--- src/rtl/trap_controller.sv ---
// trap_controller: commits the oldest pending exception, redirects fetch to
// the trap vector and holds fetch stalled while the pipeline drains.
// Optional feature macro TRAP_MRET_EN: when defined, MRET in IDLE redirects
// fetch to MEPC through the same REDIRECT/DRAIN sequence (no commit pulse).
module trap_controller #(
  parameter int DRAIN_CYCLES = 2
) (
  input  logic        clock,
  input  logic        reset,
  input  logic        loadMisaligned,
  input  logic        storeMisaligned,
  input  logic        fetchMisaligned,
  input  logic        illegalInstruction,
  input  logic        ebreak,
  input  logic        ecall,
  input  logic        mretValid,
  input  logic [31:0] trapVector,
  input  logic [31:0] mepc,
  output logic        controlReset,
  output logic [3:0]  mcause,
  output logic        redirectValid,
  output logic [31:0] redirectPC,
  output logic        fetchStall
);

  typedef enum logic [1:0] {IDLE = 2'd0, REDIRECT = 2'd1, DRAIN = 2'd2} state_t;

  localparam logic [3:0] DRAIN_LOAD = 4'(DRAIN_CYCLES - 1);

  state_t      state, next_state;
  logic [3:0]  counter;
  logic [31:0] target, target_d;
  logic        load_target;
  logic        trap_req;
  logic [3:0]  cause_code;

  assign trap_req = storeMisaligned | loadMisaligned | fetchMisaligned |
                    illegalInstruction | ebreak | ecall;

`ifndef TRAP_MRET_EN
  // MRET is not supported in this build; the ports are kept but consumed here.
  logic unused_mret;
  assign unused_mret = ^{mretValid, mepc};
`endif

  // Oldest pipeline stage wins: MEM/WB faults, then EX/MEM, then ID/EX.
  always_comb begin
    cause_code = 4'd0;
    if (storeMisaligned)         cause_code = 4'd6;
    else if (loadMisaligned)     cause_code = 4'd4;
    else if (fetchMisaligned)    cause_code = 4'd0;
    else if (illegalInstruction) cause_code = 4'd2;
    else if (ebreak)             cause_code = 4'd3;
    else if (ecall)              cause_code = 4'hB;
  end

  // Next-state and output decode; exception inputs only matter in IDLE and
  // everything is forced quiet while reset is held.
  always_comb begin
    next_state    = state;
    controlReset  = 1'b0;
    mcause        = 4'd0;
    redirectValid = 1'b0;
    redirectPC    = 32'd0;
    fetchStall    = 1'b0;
    load_target   = 1'b0;
    target_d      = target;
    if (!reset) begin
      case (state)
        IDLE: begin
          if (trap_req) begin
            controlReset = 1'b1;
            mcause       = cause_code;
            load_target  = 1'b1;
            target_d     = trapVector;
            next_state   = REDIRECT;
          end
`ifdef TRAP_MRET_EN
          else if (mretValid) begin
            load_target = 1'b1;
            target_d    = mepc;
            next_state  = REDIRECT;
          end
`endif
        end
        REDIRECT: begin
          redirectValid = 1'b1;
          redirectPC    = target;
          fetchStall    = 1'b1;
          next_state    = DRAIN;
        end
        DRAIN: begin
          fetchStall = 1'b1;
          if (counter == 4'd0) next_state = IDLE;
        end
        default: next_state = IDLE;
      endcase
    end
  end

  // State, drain counter and redirect target; reset aborts any sequence.
  always_ff @(posedge clock or posedge reset) begin
    if (reset) begin
      state   <= IDLE;
      counter <= 4'd0;
      target  <= 32'd0;
    end else begin
      state <= next_state;
      if (load_target) target <= target_d;
      case (state)
        REDIRECT: counter <= DRAIN_LOAD;
        DRAIN:    if (counter != 4'd0) counter <= counter - 4'd1;
        default:  counter <= counter;
      endcase
    end
  end

endmodule

--- config.mk ---
export PLATFORM = sky130hd
export DESIGN_NAME = trap_controller
export DESIGN_NICKNAME = d
export VERILOG_FILES = /design/src/rtl/trap_controller.sv
export SDC_FILE = /design/constraint.sdc
export NUM_CORES = 1
export LEC_CHECK = 0
export BUFFER_PORTS_ARGS = -buffer_cell sky130_fd_sc_hd__buf_2
export CAP_MARGIN = 20
export CORE_ASPECT_RATIO = 1.4
export CORE_UTILIZATION = 35
export CTS_CLUSTER_SIZE = 25
export DETAILED_ROUTE_END_ITERATION = 8
export HOLD_SLACK_MARGIN = 0.03
export PLACE_DENSITY = 0.69
export SETUP_SLACK_MARGIN = 0.15
export SLEW_MARGIN = 10
export SYNTH_ARGS = -nofsm -noshare
export SYNTH_HDL_FRONTEND = slang
export SYNTH_SLANG_ARGS = --single-unit
--- constraint.sdc ---
create_clock -name clock -period 3.5 [get_ports clock]
set_input_delay 0.525 -clock clock [delete_from_list [all_inputs] [get_ports clock]]
set_output_delay 0.525 -clock clock [all_outputs]
set_load 0.01 [all_outputs]
# --- Word level (Yosys, flattened, before mapping) ---
# Index checks and enable logic that the tools add are counted.
word_totals:
  input_bits: 73
  elab_cells: 46
  register_bits: 38
classes:
  n_reduce_logical: 8
  muxes: 23
  add_sub_neg: 1
  eq_ne: 5
  bitwise: 6
op_table:
  columns: ["operator", "count"]
  rows:
  - ["32-bit two-way mux", 2]
  - ["4-bit two-way mux", 10]
  - ["4-bit case mux with 2 select lines", 1]
  - ["1-bit two-way mux", 7]
  - ["2-bit != test (second input constant)", 3]
  - ["2-bit case mux with 3 select lines", 1]
  - ["1-bit bitwise OR", 5]
  - ["4-bit logical NOT", 1]
  - ["2-bit two-way mux", 2]
  - ["4-bit AND reduction", 1]
  - ["4-bit nonzero test", 1]
  - ["4-bit by 1-bit subtractor with 4-bit output (second input constant)", 1]
  - ["3-bit AND reduction", 1]
  - ["2-bit by 1-bit equality test with 1-bit output (second input constant)", 1]
  - ["2-bit equality test (second input constant)", 1]
  - ["2-bit logical NOT", 1]
  - ["2-bit AND reduction", 1]
  - ["2-bit nonzero test", 1]
  - ["2-bit OR reduction", 1]
  - ["1-bit NOT", 1]

# --- Logic depth before layout (Yosys ltp) ---
# Gate-level depths: netlist (run 1).
depth:
  word_depth: 9
  ltp_mapped: 6

# --- Least setup slack after synthesis (run 1) ---
# OpenSTA, ideal clock, no wires.
synth_path:
  path_type: "reg2out"
  startpoint: "register state[1]"
  endpoint: "output port redirectPC[20]"
  required_time_ns: 2.975
  path_buffers: 1
  slack_ns: 1.577
  stages_incl_launch_ff: 6
  arrival_ns: 1.398
  path_cell_list: "dfrtp_1 -> inv_1 -> ha_1 -> nor2b_1 -> clkbuf_1 -> and2_1"
synth_between:
  elab_chain_len: 3
synth_lines:
  columns: ["item", "line_no", "source"]
  rows:
  - ["from (decl)", "30", "state_t state, next_state;"]
  - ["from (signal assigned)", "108", "state <= next_state;"]
  - ["2-bit by 1-bit equality test with 1-bit output", "69", "case (state)"]
  - ["32-bit two-way mux", "69", null]
  - ["32-bit two-way mux", "68", "if (!reset) begin"]
  - ["to (decl)", "22", "output logic [31:0] redirectPC,"]
# No other way between the ends.

# --- Worst setup path after layout (run 1) ---
layout_path:
  startpoint: "register state[1]"
  endpoint: "output port redirectPC[26]"
# The elaborated chain is that of the path after synthesis.

==> reports/qor.tcl, run 1 <==
set qor(status) {finished clean}
set qor(min_period_over_period) 0.750
set qor(cts_hold_buffers) 0
set qor(synth_area_per_cell_um2) 13.1
set qor(postCtsResizedCells) 0
set qor(cts_sinks) 38
set qor(max_cap_viol_count) 0
set qor(layout_commonest_cell) {sky130_fd_sc_hd__buf_2}
set qor(cts-root-buf) {sky130_fd_sc_hd__clkbuf_8}
set qor(layout.cells.most_common_list) {sky130_fd_sc_hd__buf_2 (78), sky130_fd_sc_hd__dfrtp_1 (38), sky130_fd_sc_hd__and2_1 (33)}
set qor(routed.top_layer) {met4}
set qor(timing.max_slew.rel_slack) 0.517
set qor(wl_per_cell_um) 12.7
set qor(fin_worst_skew_ns) 0.00558
set qor(grt_first_pass_wirelength_um) 6380
set qor(postSynthNetCount) 231
set qor(iteration_0_drc_markers) 21
set qor(dp_slack_ns) 1.12
set qor(die_x_um) 65.9
set qor(met3_wirelength_um) 143
set qor(routedLengthMet1_um) 1570
set qor(criticalPathCategory) {flop to output port}
set qor(tightest_slew_ns) 0.724
set qor(ys_types) 26
set qor(synth-warning-count) 0
set qor(worst_setup_path_end_kind) {output port}
set qor(hold_path_class) {input pin to async pin}
set qor(synthesis.instances) 153
set qor(multi_input_comb_area_um2) 987
set qor(total_of_buffers_placed_on_input_and_output_ports) 78
set qor(fin_nets) 314
set qor(totalNegativeSetupSlack_ns) 0
set qor(syn_area_mm2) 0.00200
set qor(antenna_violation_net_count_after_detailed_routing) 0
set qor(power.leakage_uw) 0.00135
set qor(dp_cells) 297
set qor(path_max_fanout) 18
set qor(layout.filler_cells) 548
set qor(worstPathBufferInverterCount) 3
set qor(power-per-cell-area_mw_per_mm2) 751
set qor(cts_inserted_buffers) 5
set qor(clk_path_buf_depth) 2
set qor(irDropWorstVdd_v) 0.000357
set qor(fp.coreArea_mm2) 0.00553
set qor(hold_viol) 0
set qor(dr_wl_met2_um) 2090
set qor(clk_pin_slew_ns) 0.07
set qor(synth_seq_area_share) 0.475
set qor(grtUsageTotal) 0.142
set qor(num_antenna_cells) 0
set qor(grt_max_degree) 21
set qor(drive_gt1_frac) 0.540
set qor(remaining_drc_errors) 0
set qor(standard_cell_with_the_maximum_stage_delay_on_the_critical_path) {sky130_fd_sc_hd__nor2b_2}
set qor(drt-vias-per-instance) 4.66
set qor(report.final.setup_viol) 0
set qor(drtPass1Iterations) 3
set qor(chipHeight_um) 91.5
set qor(h-tree-depth) 2
set qor(final.hold.worst_slack_ns) 0.411
set qor(design_area_mm2) 0.00256
set qor(worst-endpoint-required_ns) 2.97
set qor(postRouteWirelength_um) 3870
set qor(finalWorstSetupSlack_ns) 0.875
set qor(layoutNonFillerInstCount) 305
set qor(area_growth_pct) 28.2
set qor(placement.cell_area_mm2) 0.00247
set qor(worstSkewPairLatency_ns) 0.28
set qor(critPathArrivalTime_ns) 2.10
set qor(finalWorstPathRequiredPeriod_ns) 2.63
set qor(crit_path_start_kind) {flop}
set qor(floorplan.io_pins) 112
set qor(rsz0062_at_grt) {false}
set qor(report.final.slew_viol_count) 0
set qor(list_of_cells_traversed_by_the_critical_path) {inv_1, ha_1, nor2b_2, buf_4, and2_1, buf_2}
set qor(die-area_mm2) 0.00603
set qor(initial_antenna_violation_count) 0
set qor(critical_path.max_stage_delay_ns) 0.51
set qor(sequential_cell_area_um2) 951
set qor(grt_overflow) 0
set qor(tritoncts) {done}
set qor(grt_pass1_vias) 1400
set qor(ys_ff_latch) 38
set qor(critical-path-top-delay-family) {simple AND/OR/NAND/NOR gates}
set qor(place.gp.congestion) 0.744
set qor(initial_utilization) 0.362
set qor(route.vias.total) 1421
set qor(post-cts-setup-buffer-count) 0
set qor(timing.fmax_ghz) 0.381
set qor(dp.final_hpwl_um) 2950
set qor(row_count) 32
[routing by layer]
metal,vias up,track usage
li1,683,-
met1,690,0.160
met2,43,0.246
met3,5,0.0339
met4,0,0.0652
met5,-,0
[area by class of cell]
type | instances | share of cell area
Timing Repair Buffer | 83 | 0.167
Clock buffer | 7 | 0.0337
Tap cell | 68 | 0.0332
Multi-Input combinational cell | 102 | 0.385
Sequential cell | 38 | 0.371
Inverter | 6 | 0.00878
Clock inverter | 1 | 0.00195
[metrics by stage]
stage	utilization	power (µW)
finish	0.464	1930
global route	0.464	2080
CTS	0.464	1960
detailed placement	0.448	1650
global placement	0.448	1620
floorplan	-	1420
[cell usage after synthesis (all sizes together)]
cell type  instances  share of area
dfrtp             38           0.48
mux2              34           0.25
and2              33           0.10
inv                6          0.011
ha                 5          0.031
nor2               5         0.0094
buf                4          0.019
nor2b              4          0.013
clkbuf             3         0.0056
o21ai              3         0.0075
mux2i              2          0.010
nand2b             2         0.0063
nor3               2         0.0050
nor3b              2         0.0075
a21oi              1         0.0044
a221oi             1         0.0075
a22o               1         0.0044
a32o               1         0.0050
nand2              1         0.0019
nor4               1          0.011
o21a               1         0.0038
o31a               1         0.0044
or3b               1         0.0044
or4                1         0.0038
[kinds of logic after synthesis]
| family | Yosys count | synth area share |
|---|---|---|
| AND/OR/NAND/NOR | 52 | 0.164 |
| flip-flops | 38 | 0.475 |
| multiplexers | 36 | 0.256 |
| buffers and inverters | 13 | 0.0363 |
| AO/OA/AOI/OAI | 9 | 0.0369 |
| adder cells (fa/ha/maj) | 5 | 0.0313 |
[power by group]
group / internal, µW / switching (µW)
Sequential: 653 / 104
Clock: 159 / 142
Combinational: 520 / 348
Total: 1330 / 594
[final timing paths]
path | start | endpoint | slack (ns) | depth (start not counted)
max | state[1] | redirectPC[26] | 0.87 | 6
min | reset | state[1] | 0.41 | 2
max reg2reg | counter[0] | state[1] | 1.62 | 5
min reg2reg | target[19] | target[19] | 0.50 | 1
max in group asynchronous | reset | target[2] | 2.35 | 3
min in group clock | trapVector[12] | target[12] | 0.47 | 2
[registers in the layout, indices dropped and copies added, names as in the netlist]
name     cells
state        2
counter      4
target      32
Note: power is estimated with default switching activity, not from simulation.
==> inputs of run 2 (changes only) <==
clock period = 2.5 ns   (was 3.5 ns; I/O delays follow)
==> reports/qor.tcl, run 2 (synthesis gave the netlist of run 1 again) <==
set qor(rsz0062_at_grt) {false}
set qor(total_power_uw) 2720
set qor(power.internal_uw) 1860
set qor(drive_gt1_frac) 0.542
set qor(status) {finished clean}
set qor(postRouteWirelength_um) 3910
set qor(totalNegativeSetupSlack_ns) 0
set qor(antenna_violation_net_count_after_detailed_routing) 0
set qor(fin_nets) 313
set qor(drt-vias-per-instance) 4.66
set qor(finalWorstPathRequiredPeriod_ns) 2.21
set qor(top_register) {target}
set qor(top_regs) {target x32, counter x4, state x2}
set qor(grt_pass1_vias) 1385
set qor(switching_share) 0.315
set qor(remaining_drc_errors) 0
set qor(cts_hold_buffers) 0
set qor(irDropWorstVdd_v) 0.000399
set qor(worst-endpoint-required_ns) 2.12
set qor(floorplan.io_pins) 112
set qor(iteration_0_drc_markers) 29
set qor(critPathArrivalTime_ns) 1.84
set qor(power-per-cell-area_mw_per_mm2) 1060
set qor(combPwrFrac) 0.446
set qor(sequential_cell_area_um2) 951
set qor(wl_per_cell_um) 12.8
set qor(grtUsageTotal) 0.139
set qor(die_x_um) 65.9
set qor(fin_worst_skew_ns) 0.00511
set qor(criticalPathCategory) {flop to output port}
set qor(tightest_slew_ns) 0.690
set qor(clock_network_power_share) 0.161
set qor(hold_viol) 0
set qor(multi_input_comb_area_um2) 987
set qor(layout.cells.most_common_list) {sky130_fd_sc_hd__buf_2 (78), sky130_fd_sc_hd__dfrtp_1 (38), sky130_fd_sc_hd__and2_1 (33)}
set qor(min_period_over_period) 0.884
set qor(grt_first_pass_wirelength_um) 6260
set qor(drtPass1Iterations) 4
set qor(layout_commonest_cell) {sky130_fd_sc_hd__buf_2}
set qor(num_antenna_cells) 0
set qor(area_growth_pct) 28.6
set qor(report.final.setup_viol) 0
set qor(postCtsResizedCells) 0
set qor(grt_max_degree) 34
set qor(hold_path_class) {input pin to async pin}
set qor(clk_pin_slew_ns) 0.08
set qor(path_max_fanout) 22
set qor(post-cts-setup-buffer-count) 0
set qor(initial_antenna_violation_count) 0
set qor(fp.coreArea_mm2) 0.00553
set qor(cts_sinks) 38
set qor(crit_path_start_kind) {flop}
set qor(cts-root-buf) {sky130_fd_sc_hd__clkbuf_8}
set qor(route.vias.total) 1416
set qor(report.final.slew_viol_count) 0
set qor(die-area_mm2) 0.00603
set qor(dp.final_hpwl_um) 2900
set qor(row_count) 32
set qor(total_of_buffers_placed_on_input_and_output_ports) 78
set qor(h-tree-depth) 2
set qor(place.gp.congestion) 0.682
set qor(pwr-share-seq) 0.392
set qor(timing.fmax_ghz) 0.452
set qor(power.leakage_uw) 0.00134
set qor(initial_utilization) 0.362
set qor(chipHeight_um) 91.5
set qor(cts_inserted_buffers) 5
set qor(layout.filler_cells) 519
set qor(p_sw_uw) 854
set qor(tritoncts) {done}
set qor(timing.max_slew.rel_slack) 0.539
set qor(largest_reg_flops) 32
set qor(worstSkewPairLatency_ns) 0.29
set qor(grt_overflow) 0
set qor(max_cap_viol_count) 0
set qor(clk_path_buf_depth) 2
set qor(worst_setup_path_end_kind) {output port}
run 2: changes by cell type in the layout (fill, tap and decap cells not counted):
cell / change
sky130_fd_sc_hd__clkinvlp_4: +1
sky130_fd_sc_hd__buf_12: +1
sky130_fd_sc_hd__buf_4: -2
sky130_fd_sc_hd__clkbuf_1: -1
run 2: path summary, 6_finish.rpt:
path | start | end | slack, ns | cells after the start
max | state[0] | controlReset | 0.29 | 6
min reg2reg | target[0] | target[0] | 0.50 | 1
max in group asynchronous | reset | target[21] | 1.70 | 3
max reg2reg | counter[0] | state[1] | 0.62 | 5
min in group clock | trapVector[5] | target[5] | 0.32 | 2
min | reset | target[7] | 0.24 | 2
run 2: worst max-delay path, cell delays in order, from the launching register on:
cell                       delay (ns)
sky130_fd_sc_hd__dfrtp_1         0.40
sky130_fd_sc_hd__inv_1           0.12
sky130_fd_sc_hd__ha_1            0.19
sky130_fd_sc_hd__nand2b_1        0.11
sky130_fd_sc_hd__a21oi_4         0.13
sky130_fd_sc_hd__buf_4           0.37
sky130_fd_sc_hd__buf_2           0.21
run 2: layout make-up:
cell class,instances,share of cell area
multi-input combinational,102,0.384
sequential,38,0.369
inverter,6,0.00875
timing repair buffer,82,0.168
clock inverter,2,0.00486
clock buffer,6,0.0321
tap,68,0.0331
run 2: through the flow:
| step | hold slack [ns] | utilization | worst slack [ns] | std cells | cell area (µm²) |
|---|---|---|---|---|---|
| 2_1_floorplan | 0.466 | - | 0.727 | 153 | 2000 |
| 3_3_place_gp | 0.482 | 0.449 | 0.622 | 296 | 2480 |
| 3_5_place_dp | 0.483 | 0.449 | 0.596 | 296 | 2480 |
| 4_1_cts | 0.262 | 0.466 | 0.268 | 304 | 2570 |
| 5_1_grt | 0.297 | 0.466 | 0.164 | 304 | 2570 |
| 6_report | 0.238 | 0.466 | 0.289 | 304 | 2570 |
run 2: power by group through the flow:
stage | clock (µW) | sequential [µW] | combinational (µW)
finish | 438 | 1070 | 1210
global route | 490 | 1100 | 1330
CTS | 460 | 1070 | 1230
detailed placement | 0 | 1070 | 1230
global placement | 0 | 1060 | 1210
floorplan | 0 | 1020 | 957
run 2: per-layer routing:
metal,up-vias,global-route usage,share of wire
met5,-,0,0
met4,0,0.0598,0.019
met3,5,0.0339,0.044
met2,44,0.252,0.54
met1,688,0.147,0.40
li1,679,-,-
